==> src/rtl/pwr_ctrl_seq.sv <==
// Power-control sequencer for the clock-mux / LFSR power domains.
// Drives isolation, retention strobes and power switches in order.
module pwr_ctrl_seq #(
    parameter int ISO_CYC     = 2,
    parameter int SAVE_CYC    = 1,
    parameter int SW_CYC      = 4,
    parameter int RESTORE_CYC = 1,
    parameter int CNT_W       = 8
) (
    input  logic       clk,
    input  logic       rst,
    input  logic       pd_req,
    input  logic       pu_req,
    output logic       ck_mx_sw_ctr,
    output logic       lfsr_sw_ctr,
    output logic       iso1,
    output logic       iso2,
    output logic       save_lfsr,
    output logic       restore_lfsr,
    output logic       busy,
    output logic       done,
    output logic [1:0] pwr_state
);

    typedef enum logic [3:0] {
        S_ON,
        S_ISO_DN,
        S_SAVE,
        S_LFSR_OFF,
        S_CM_OFF,
        S_OFF,
        S_CM_ON,
        S_LFSR_ON,
        S_RESTORE,
        S_ISO_UP
    } state_t;

    // Counter reload values: a phase of N cycles starts at N-1.
    localparam logic [CNT_W-1:0] L_ISO  = CNT_W'(ISO_CYC - 1);
    localparam logic [CNT_W-1:0] L_SAVE = CNT_W'(SAVE_CYC - 1);
    localparam logic [CNT_W-1:0] L_SW   = CNT_W'(SW_CYC - 1);
    localparam logic [CNT_W-1:0] L_RST  = CNT_W'(RESTORE_CYC - 1);
    localparam logic [CNT_W-1:0] C_ONE  = CNT_W'(1);

    state_t           r_state;
    state_t           w_state_nxt;
    logic [CNT_W-1:0] r_cnt;
    logic [CNT_W-1:0] w_cnt_nxt;
    logic             w_cnt_zero;

    logic             w_ck;
    logic             w_lf;
    logic             w_iso1;
    logic             w_iso2;
    logic             w_save;
    logic             w_rest;
    logic             w_busy;
    logic             w_done;
    logic [1:0]       w_ps;

    assign w_cnt_zero = (r_cnt == '0);

    // State and phase wait-counter registers.
    always_ff @(posedge clk) begin
        if (!rst) begin
            r_state <= S_ON;
            r_cnt   <= '0;
        end else begin
            r_state <= w_state_nxt;
            r_cnt   <= w_cnt_nxt;
        end
    end

    // Next-state: stable states sample requests, phases exit at count 0.
    always_comb begin
        w_state_nxt = r_state;
        w_cnt_nxt   = w_cnt_zero ? '0 : (r_cnt - C_ONE);
        unique case (r_state)
            S_ON: begin
                w_cnt_nxt = '0;
                if (pd_req) begin
                    w_state_nxt = S_ISO_DN;
                    w_cnt_nxt   = L_ISO;
                end
            end
            S_ISO_DN: begin
                if (w_cnt_zero) begin
                    w_state_nxt = S_SAVE;
                    w_cnt_nxt   = L_SAVE;
                end
            end
            S_SAVE: begin
                if (w_cnt_zero) begin
                    w_state_nxt = S_LFSR_OFF;
                    w_cnt_nxt   = L_SW;
                end
            end
            S_LFSR_OFF: begin
                if (w_cnt_zero) begin
                    w_state_nxt = S_CM_OFF;
                    w_cnt_nxt   = L_SW;
                end
            end
            S_CM_OFF: begin
                if (w_cnt_zero) begin
                    w_state_nxt = S_OFF;
                    w_cnt_nxt   = '0;
                end
            end
            S_OFF: begin
                w_cnt_nxt = '0;
                if (pu_req) begin
                    w_state_nxt = S_CM_ON;
                    w_cnt_nxt   = L_SW;
                end
            end
            S_CM_ON: begin
                if (w_cnt_zero) begin
                    w_state_nxt = S_LFSR_ON;
                    w_cnt_nxt   = L_SW;
                end
            end
            S_LFSR_ON: begin
                if (w_cnt_zero) begin
                    w_state_nxt = S_RESTORE;
                    w_cnt_nxt   = L_RST;
                end
            end
            S_RESTORE: begin
                if (w_cnt_zero) begin
                    w_state_nxt = S_ISO_UP;
                    w_cnt_nxt   = L_ISO;
                end
            end
            S_ISO_UP: begin
                if (w_cnt_zero) begin
                    w_state_nxt = S_ON;
                    w_cnt_nxt   = '0;
                end
            end
            default: begin
                w_state_nxt = S_ON;
                w_cnt_nxt   = '0;
            end
        endcase
    end

    // Output decode of the upcoming state so every output is registered.
    always_comb begin
        w_ck   = 1'b1;
        w_lf   = 1'b1;
        w_iso1 = 1'b1;
        w_iso2 = 1'b1;
        w_save = 1'b0;
        w_rest = 1'b0;
        w_busy = 1'b1;
        w_ps   = 2'b01;
        unique case (w_state_nxt)
            S_ON: begin
                w_iso1 = 1'b0;
                w_iso2 = 1'b0;
                w_busy = 1'b0;
                w_ps   = 2'b00;
            end
            S_ISO_DN: begin
                w_ps = 2'b01;
            end
            S_SAVE: begin
                w_save = 1'b1;
            end
            S_LFSR_OFF: begin
                w_lf = 1'b0;
            end
            S_CM_OFF: begin
                w_lf = 1'b0;
                w_ck = 1'b0;
            end
            S_OFF: begin
                w_lf   = 1'b0;
                w_ck   = 1'b0;
                w_busy = 1'b0;
                w_ps   = 2'b10;
            end
            S_CM_ON: begin
                w_lf = 1'b0;
                w_ps = 2'b11;
            end
            S_LFSR_ON: begin
                w_ps = 2'b11;
            end
            S_RESTORE: begin
                w_rest = 1'b1;
                w_ps   = 2'b11;
            end
            S_ISO_UP: begin
                w_ps = 2'b11;
            end
            default: begin
                w_iso1 = 1'b0;
                w_iso2 = 1'b0;
                w_busy = 1'b0;
                w_ps   = 2'b00;
            end
        endcase
    end

    // A sequence completes when its last phase hands over to a stable state.
    assign w_done = ((r_state == S_CM_OFF) && (w_state_nxt == S_OFF)) ||
                    ((r_state == S_ISO_UP) && (w_state_nxt == S_ON));

    // Output registers; reset leaves both domains powered and de-isolated.
    always_ff @(posedge clk) begin
        if (!rst) begin
            ck_mx_sw_ctr <= 1'b1;
            lfsr_sw_ctr  <= 1'b1;
            iso1         <= 1'b0;
            iso2         <= 1'b0;
            save_lfsr    <= 1'b0;
            restore_lfsr <= 1'b0;
            busy         <= 1'b0;
            done         <= 1'b0;
            pwr_state    <= 2'b00;
        end else begin
            ck_mx_sw_ctr <= w_ck;
            lfsr_sw_ctr  <= w_lf;
            iso1         <= w_iso1;
            iso2         <= w_iso2;
            save_lfsr    <= w_save;
            restore_lfsr <= w_rest;
            busy         <= w_busy;
            done         <= w_done;
            pwr_state    <= w_ps;
        end
    end

endmodule

==> config.mk <==
export PLATFORM = sky130hd
export DESIGN_NAME = pwr_ctrl_seq
export DESIGN_NICKNAME = d
export VERILOG_FILES = /design/src/rtl/pwr_ctrl_seq.sv
export SDC_FILE = /design/constraint.sdc
export NUM_CORES = 1
export LEC_CHECK = 0
export CAP_MARGIN = 20
export CORE_ASPECT_RATIO = 1.2
export CORE_MARGIN = 1.5
export CORE_UTILIZATION = 49
export CTS_CLUSTER_DIAMETER = 60
export DETAILED_ROUTE_END_ITERATION = 16
export GPL_TIMING_DRIVEN = 0
export PLACE_DENSITY = 0.75
export SLEW_MARGIN = 25
export SYNTH_ARGS = -nofsm -noshare
export SYNTH_HDL_FRONTEND = slang
export SYNTH_SLANG_ARGS = --single-unit
==> constraint.sdc <==
create_clock -name clk -period 2 [get_ports clk]
set_input_delay 0.2 -clock clk [delete_from_list [all_inputs] [get_ports clk]]
set_output_delay 0.2 -clock clk [all_outputs]
set_load 0.01 [all_outputs]
* Word level (Yosys, flattened, before mapping)
Index checks and enable logic that the tools add are counted.
** Cells by class
- Add/subtract/negate cells :: 1
- Equality and inequality tests :: 18
- Mux-type cells :: 24
- Reductions and logical operators :: 14
** Operators by type and width (count)
- $mux W4 :: 10
- $pmux W4 S10 :: 1
- $pmux W8 S5 :: 1
- $eq A4 B3 Y1 const B :: 8
- $mux W8 :: 3
- $eq A4 B2 Y1 const B :: 4
- $eq A4 B4 Y1 const B :: 4
- $reduce_or A4 Y1 :: 4
- $reduce_or A9 Y1 :: 1
- $eq A4 B1 Y1 const B :: 2
- $logic_not A4 Y1 :: 2
- $logic_not A8 Y1 :: 1
- $reduce_or A8 Y1 :: 1
- $sub A8 B1 Y8 const B :: 1
- $mux W1 :: 7
- $pmux W2 S3 :: 1
- $reduce_or A3 Y1 :: 1
- $logic_and A1 B1 Y1 :: 2
- $mux W2 :: 1
- $reduce_or A2 Y1 :: 1
- $logic_or A1 B1 Y1 :: 1
** Storage, ports and cells
- Register bits after elaboration :: 21
- Bits of input ports :: 4
- Output and inout port bits :: 10
- Word-level logic and storage cells :: 67

* Logic depth before layout (Yosys ltp)
- Word-level depth :: 6
- Depth in mapped cells :: 9
- Depth with buffers taken out :: 8

* Least setup slack after synthesis
Ideal clock, no wire load.
- Path kind :: reg2reg
- Start :: reg r_cnt[0]
- End :: reg iso2
- Library setup time :: 0.115 ns
- Arrival time :: 1.843 ns
- Setup slack :: 0.042 ns
- Stages on the path, launching flop included :: 9
- Buffers on the path :: 0
- Cells stage by stage :: dfxtp_1 > inv_1 > ha_1 > or3b_2 > nor2_4 > a21oi_1 > o21ai_1 > nand3b_4 > and2_1
** Between the ends
- Word-level cells in the longest chain between the ends :: 6
- Elaborated cells on any way between the ends :: 21
** RTL lines
- start, declared :: RTL line 47 : logic [CNT_W-1:0] r_cnt;
- start signal, assigned :: RTL line 70 : r_cnt <= w_cnt_nxt;
- $logic_not A8 Y1 * :: RTL line 61 : assign w_cnt_zero = (r_cnt == '0);
- $mux W4 (tied with other cells) :: RTL line 136 : if (w_cnt_zero) begin
- $pmux W4 S10 * :: RTL line 78 : unique case (r_state)
- $eq A4 B3 Y1 (tied with other cells) :: RTL line 158 : unique case (w_state_nxt)
- $reduce_or A9 Y1 (no source line) *
- $mux W1 * :: RTL line 158
- end signal, assigned :: RTL line 227 : iso2 <= w_iso2;
- end, declared :: RTL line 17 : output logic iso2,
Every way passes the cells marked *; elsewhere a longest branch is shown, timed or not.
A chain may end at the register's enable or synchronous reset.

* Worst setup path in the final report
- Start :: reg r_cnt[7]
- End :: reg busy
** Between the ends
- Word-level cells in the longest chain between the ends :: 6
- Elaborated cells on any way between the ends :: 20
** RTL lines
- $logic_not A8 Y1 * :: RTL line 61
- $mux W4 (tied with other cells) :: RTL line 136
- $pmux W4 S10 * :: RTL line 78
- $eq A4 B4 Y1 (tied with other cells) :: RTL line 158
- $reduce_or A8 Y1 (no source line) *
- $mux W1 * :: RTL line 158
- end signal, assigned :: RTL line 230 : busy <= w_busy;
- end, declared :: RTL line 20 : output logic busy,
Marks and branches as above.

==> flow_summary_export.csv <==
group,metric,value,unit
sta,hold_viol_final,0,
worst_setup_path,r2r_cells,6,
logic_synthesis,syn_nets,151,
layout,insertedDiodeCount,0,
clock_tree,cts_hold_buf,0,
run_status,violations,"negative setup slack",
clock_tree,clk_pin_slew,0.13,ns
logic_synthesis,synthCells,146,
placement,io_buffers,13,
power_and_ir_drop,p_comb_share,74.6,%
logic_synthesis,synth_edf_count,0,
placement,hpwlAfterDp,2160,um
sta,skew,0.0128,ns
power_and_ir_drop,cellLeakagePower,0.000666,uW
layout,layout_common_cells,"nor2_1, dfxtp_1, buf_4",
worst_setup_path,r2r_start,"r_cnt[7]",
sta,clock.fmax,0.498,GHz
worst_setup_path,path_class,"reg2reg",
worst_setup_path,path_cells,"nor4_4 -> nand2_4 -> a311oi_4 -> o2111ai_4 -> nand3b_4 -> a21o_1",
worst_setup_path,slowest_stage,"nor4_4",
logic_synthesis,yosysSeqAreaShare,35.3,%
logic_synthesis,syn-cell-area,0.00119,sq mm
power_and_ir_drop,p_sw_share,45.3,%
hold_path,whs_path_depth,2,
layout,fin_nets,183,
hold_path,hold_path.class,"reg2reg",
sta,setup_viol,1,
floorplan,rows,19,
floorplan,die_y,57.0,um
layout,final_design_area_no_fill,0.00163,sq mm
placement,dpl-instance-area,0.00136,sq mm
logic_synthesis,ys_ff_latch,21,
power_and_ir_drop,internal-power,1990,uW
hold_path,min_to,"r_cnt[6]",
worst_setup_path,slowest_delay,0.44,ns
clock_tree,cts_inserted_buffers,3,
grt,grt_pass1_wl,5110,um
power_and_ir_drop,pwr_density_cell,2220,mW/mm^2
worst_setup_path,critPathLaunchType,"flip-flop",
clock_tree,cts_tree,"done",
logic_synthesis,ys_dominant_reg_cell,"dfxtp_1",
floorplan,die_w,48.0,um
grt,grt_overflow_total,0,
logic_synthesis,synth_cell_type_count,49,
grt,track_usage,25.3,%
detailed_routing,antenna_left,0,
clock_tree,cts_buffer_depth,2,
worst_setup_path,end_kind,"flip-flop",
detailed_routing,drt-initial-drc-count,62,
worst_setup_path,rrSetupSlack,-0.007,ns
worst_setup_path,r2r_end,"busy",
layout,drive_above_1_share,27.7,%
grt,grt_max_degree,13,
sta,fin_crit,2.01,ns
sta,maxSlewViolCount,0,
logic_synthesis,yosys_warnings,0,
power_and_ir_drop,vdd_drop_max,1.47,mV
detailed_routing,via_per_inst,6.14,
sta,fin_crit_sh,100,%
power_and_ir_drop,p_seq_share,19.8,%
worst_setup_path,crit_fanout,4,
grt,grt_pass1_vias,1178,
floorplan,ioPinCount,14,
hold_path,hold_path.startpoint,"r_cnt[6]",
sta,setup_slack,-0.00704,ns
detailed_routing,wirelength,3440,um
clock_tree,cts_root_buf,"clkbuf_4",
clock_tree,cts.sinks,21,
layout,final_util,70.9,%
sta,rsz0062_at_grt,"true",
power_and_ir_drop,power_switching,1650,uW
logic_synthesis,synth-async-reset-ratio,0,%
floorplan,coreArea,0.00231,sq mm
job,drv_cap,0,
clock_tree,htreeDepth,1,
logic_synthesis,syn_area_per_cell,8.17,sq um
clock_tree,insertion_delay,0.30,ns
grt,antenna_found_initial,0,
run_status,status,"finished with violations",
worst_setup_path,worst_ep_arrival_time,2.21,ns
detailed_routing,dr.pass1.iters,5,
worst_setup_path,worstPathRequired,2.20,ns
detailed_routing,drcViolationCount,0,
floorplan,initial_core_util,51.7,%
layout,areaGrowthSynthToFinish,37.0,%
detailed_routing,post_drt_wl_per_cell,16.5,um
placement,place_congestion,0.888,
detailed_routing,vias,1278,
floorplan,die_area,0.00274,sq mm
sta,worstMarginPinSlew,0.557,ns
power_and_ir_drop,p_clk_share,5.6,%
sta,slew_headroom,62.6,%
[logic make-up after synthesis]
kind of cell	share of synthesized area [%]
adder cells (fa/ha/maj)	1.05
buffers and inverters	5.35
XOR/XNOR	5.88
AO/OA/AOI/OAI	23.1
flip-flops	35.3
AND/OR/NAND/NOR	29.4
[power by group through the flow]
stage	registers, uW	clock network (uW)	logic (uW)
2_1_floorplan	694	0	1360
3_3_place_gp	682	0	1780
3_5_place_dp	690	0	1790
4_1_cts	685	205	2310
5_1_grt	732	221	2880
6_report	720	203	2710
[final cells by class]
cell class	instances	area [sq um]
plain buffers	8	41.3
clock buffers	3	22.5
clock inverters	1	5.00
fillers	181	672
inverters	7	28.8
multi-input cells	109	830
flip-flops and latches	21	425
well taps	31	38.8
repair buffers	28	243
[worst max path at each step]
stage	from	to	slack, ns	cells after the start
after floorplan	r_cnt[0]	iso2	0.04	8
after global placement	r_cnt[0]	busy	-0.29	8
after detailed placement	r_cnt[0]	iso2	-0.35	8
after CTS	r_cnt[0]	iso2	0.01	8
after global routing	r_state[2]	r_cnt[3]	-0.1	6
final	r_cnt[7]	busy	-0.007	6
[flip-flops by register name, summed over array words and instances, names as in the netlist]
signal        cells
r_cnt             8
r_state           4
pwr_state         2
busy              1
ck_mx_sw_ctr      1
done              1
iso2              1
lfsr_sw_ctr       1
restore_lfsr      1
save_lfsr         1
[timing repair]
action	4_1_cts	5_1_grt
gates resized for setup	12	23
setup buffers	9	6
pin swaps	6	8
setup endpoints to repair	13	18
[critical path: cells and delay by family (launching register included)]
family,cells,cell delay [ns]
AND/OR/NAND/NOR,3,0.79
flip-flops,1,0.37
AO/OA/AOI/OAI,3,0.75
[cells in the mapped netlist, types with 3 or more instances]
cell type	number	area [sq um]
inv_1	6	22.5
o21ai_1	4	20.0
a21oi_1	11	55.1
dfxtp_1	21	420
xnor2_1	7	61.3
a21o_1	3	22.5
nor4_1	3	18.8
nor2_1	20	75.1
nor3_1	6	30.0
clkbuf_1	7	26.3
nand2_1	8	30.0
and3_1	4	25.0
nand3_1	4	20.0
[metrics by stage]
step                      hold WS (ns)  setup slack [ns]  power [uW]  instances  TNS (ns)
after floorplan                  0.377            0.0419        2050        146         0
after global placement           0.508            -0.294        2460        190     -1.55
after detailed placement         0.537            -0.346        2480        190     -1.92
after CTS                        0.579            0.0145        3200        203         0
after global routing             0.633           -0.0964        3840        208    -0.586
final                            0.606          -0.00704        3640        208  -0.00704
[metal layers]
metal	wire, um	GRT usage, %	up-vias	part of all wire [%]
li1	-	-	591	-
met1	1360	32.0	595	40
met2	1700	41.5	68	50
met3	228	5.06	24	6.6
met4	141	8.49	0	4.1
met5	0	0	-	0
(Power assumes the default switching activity.)
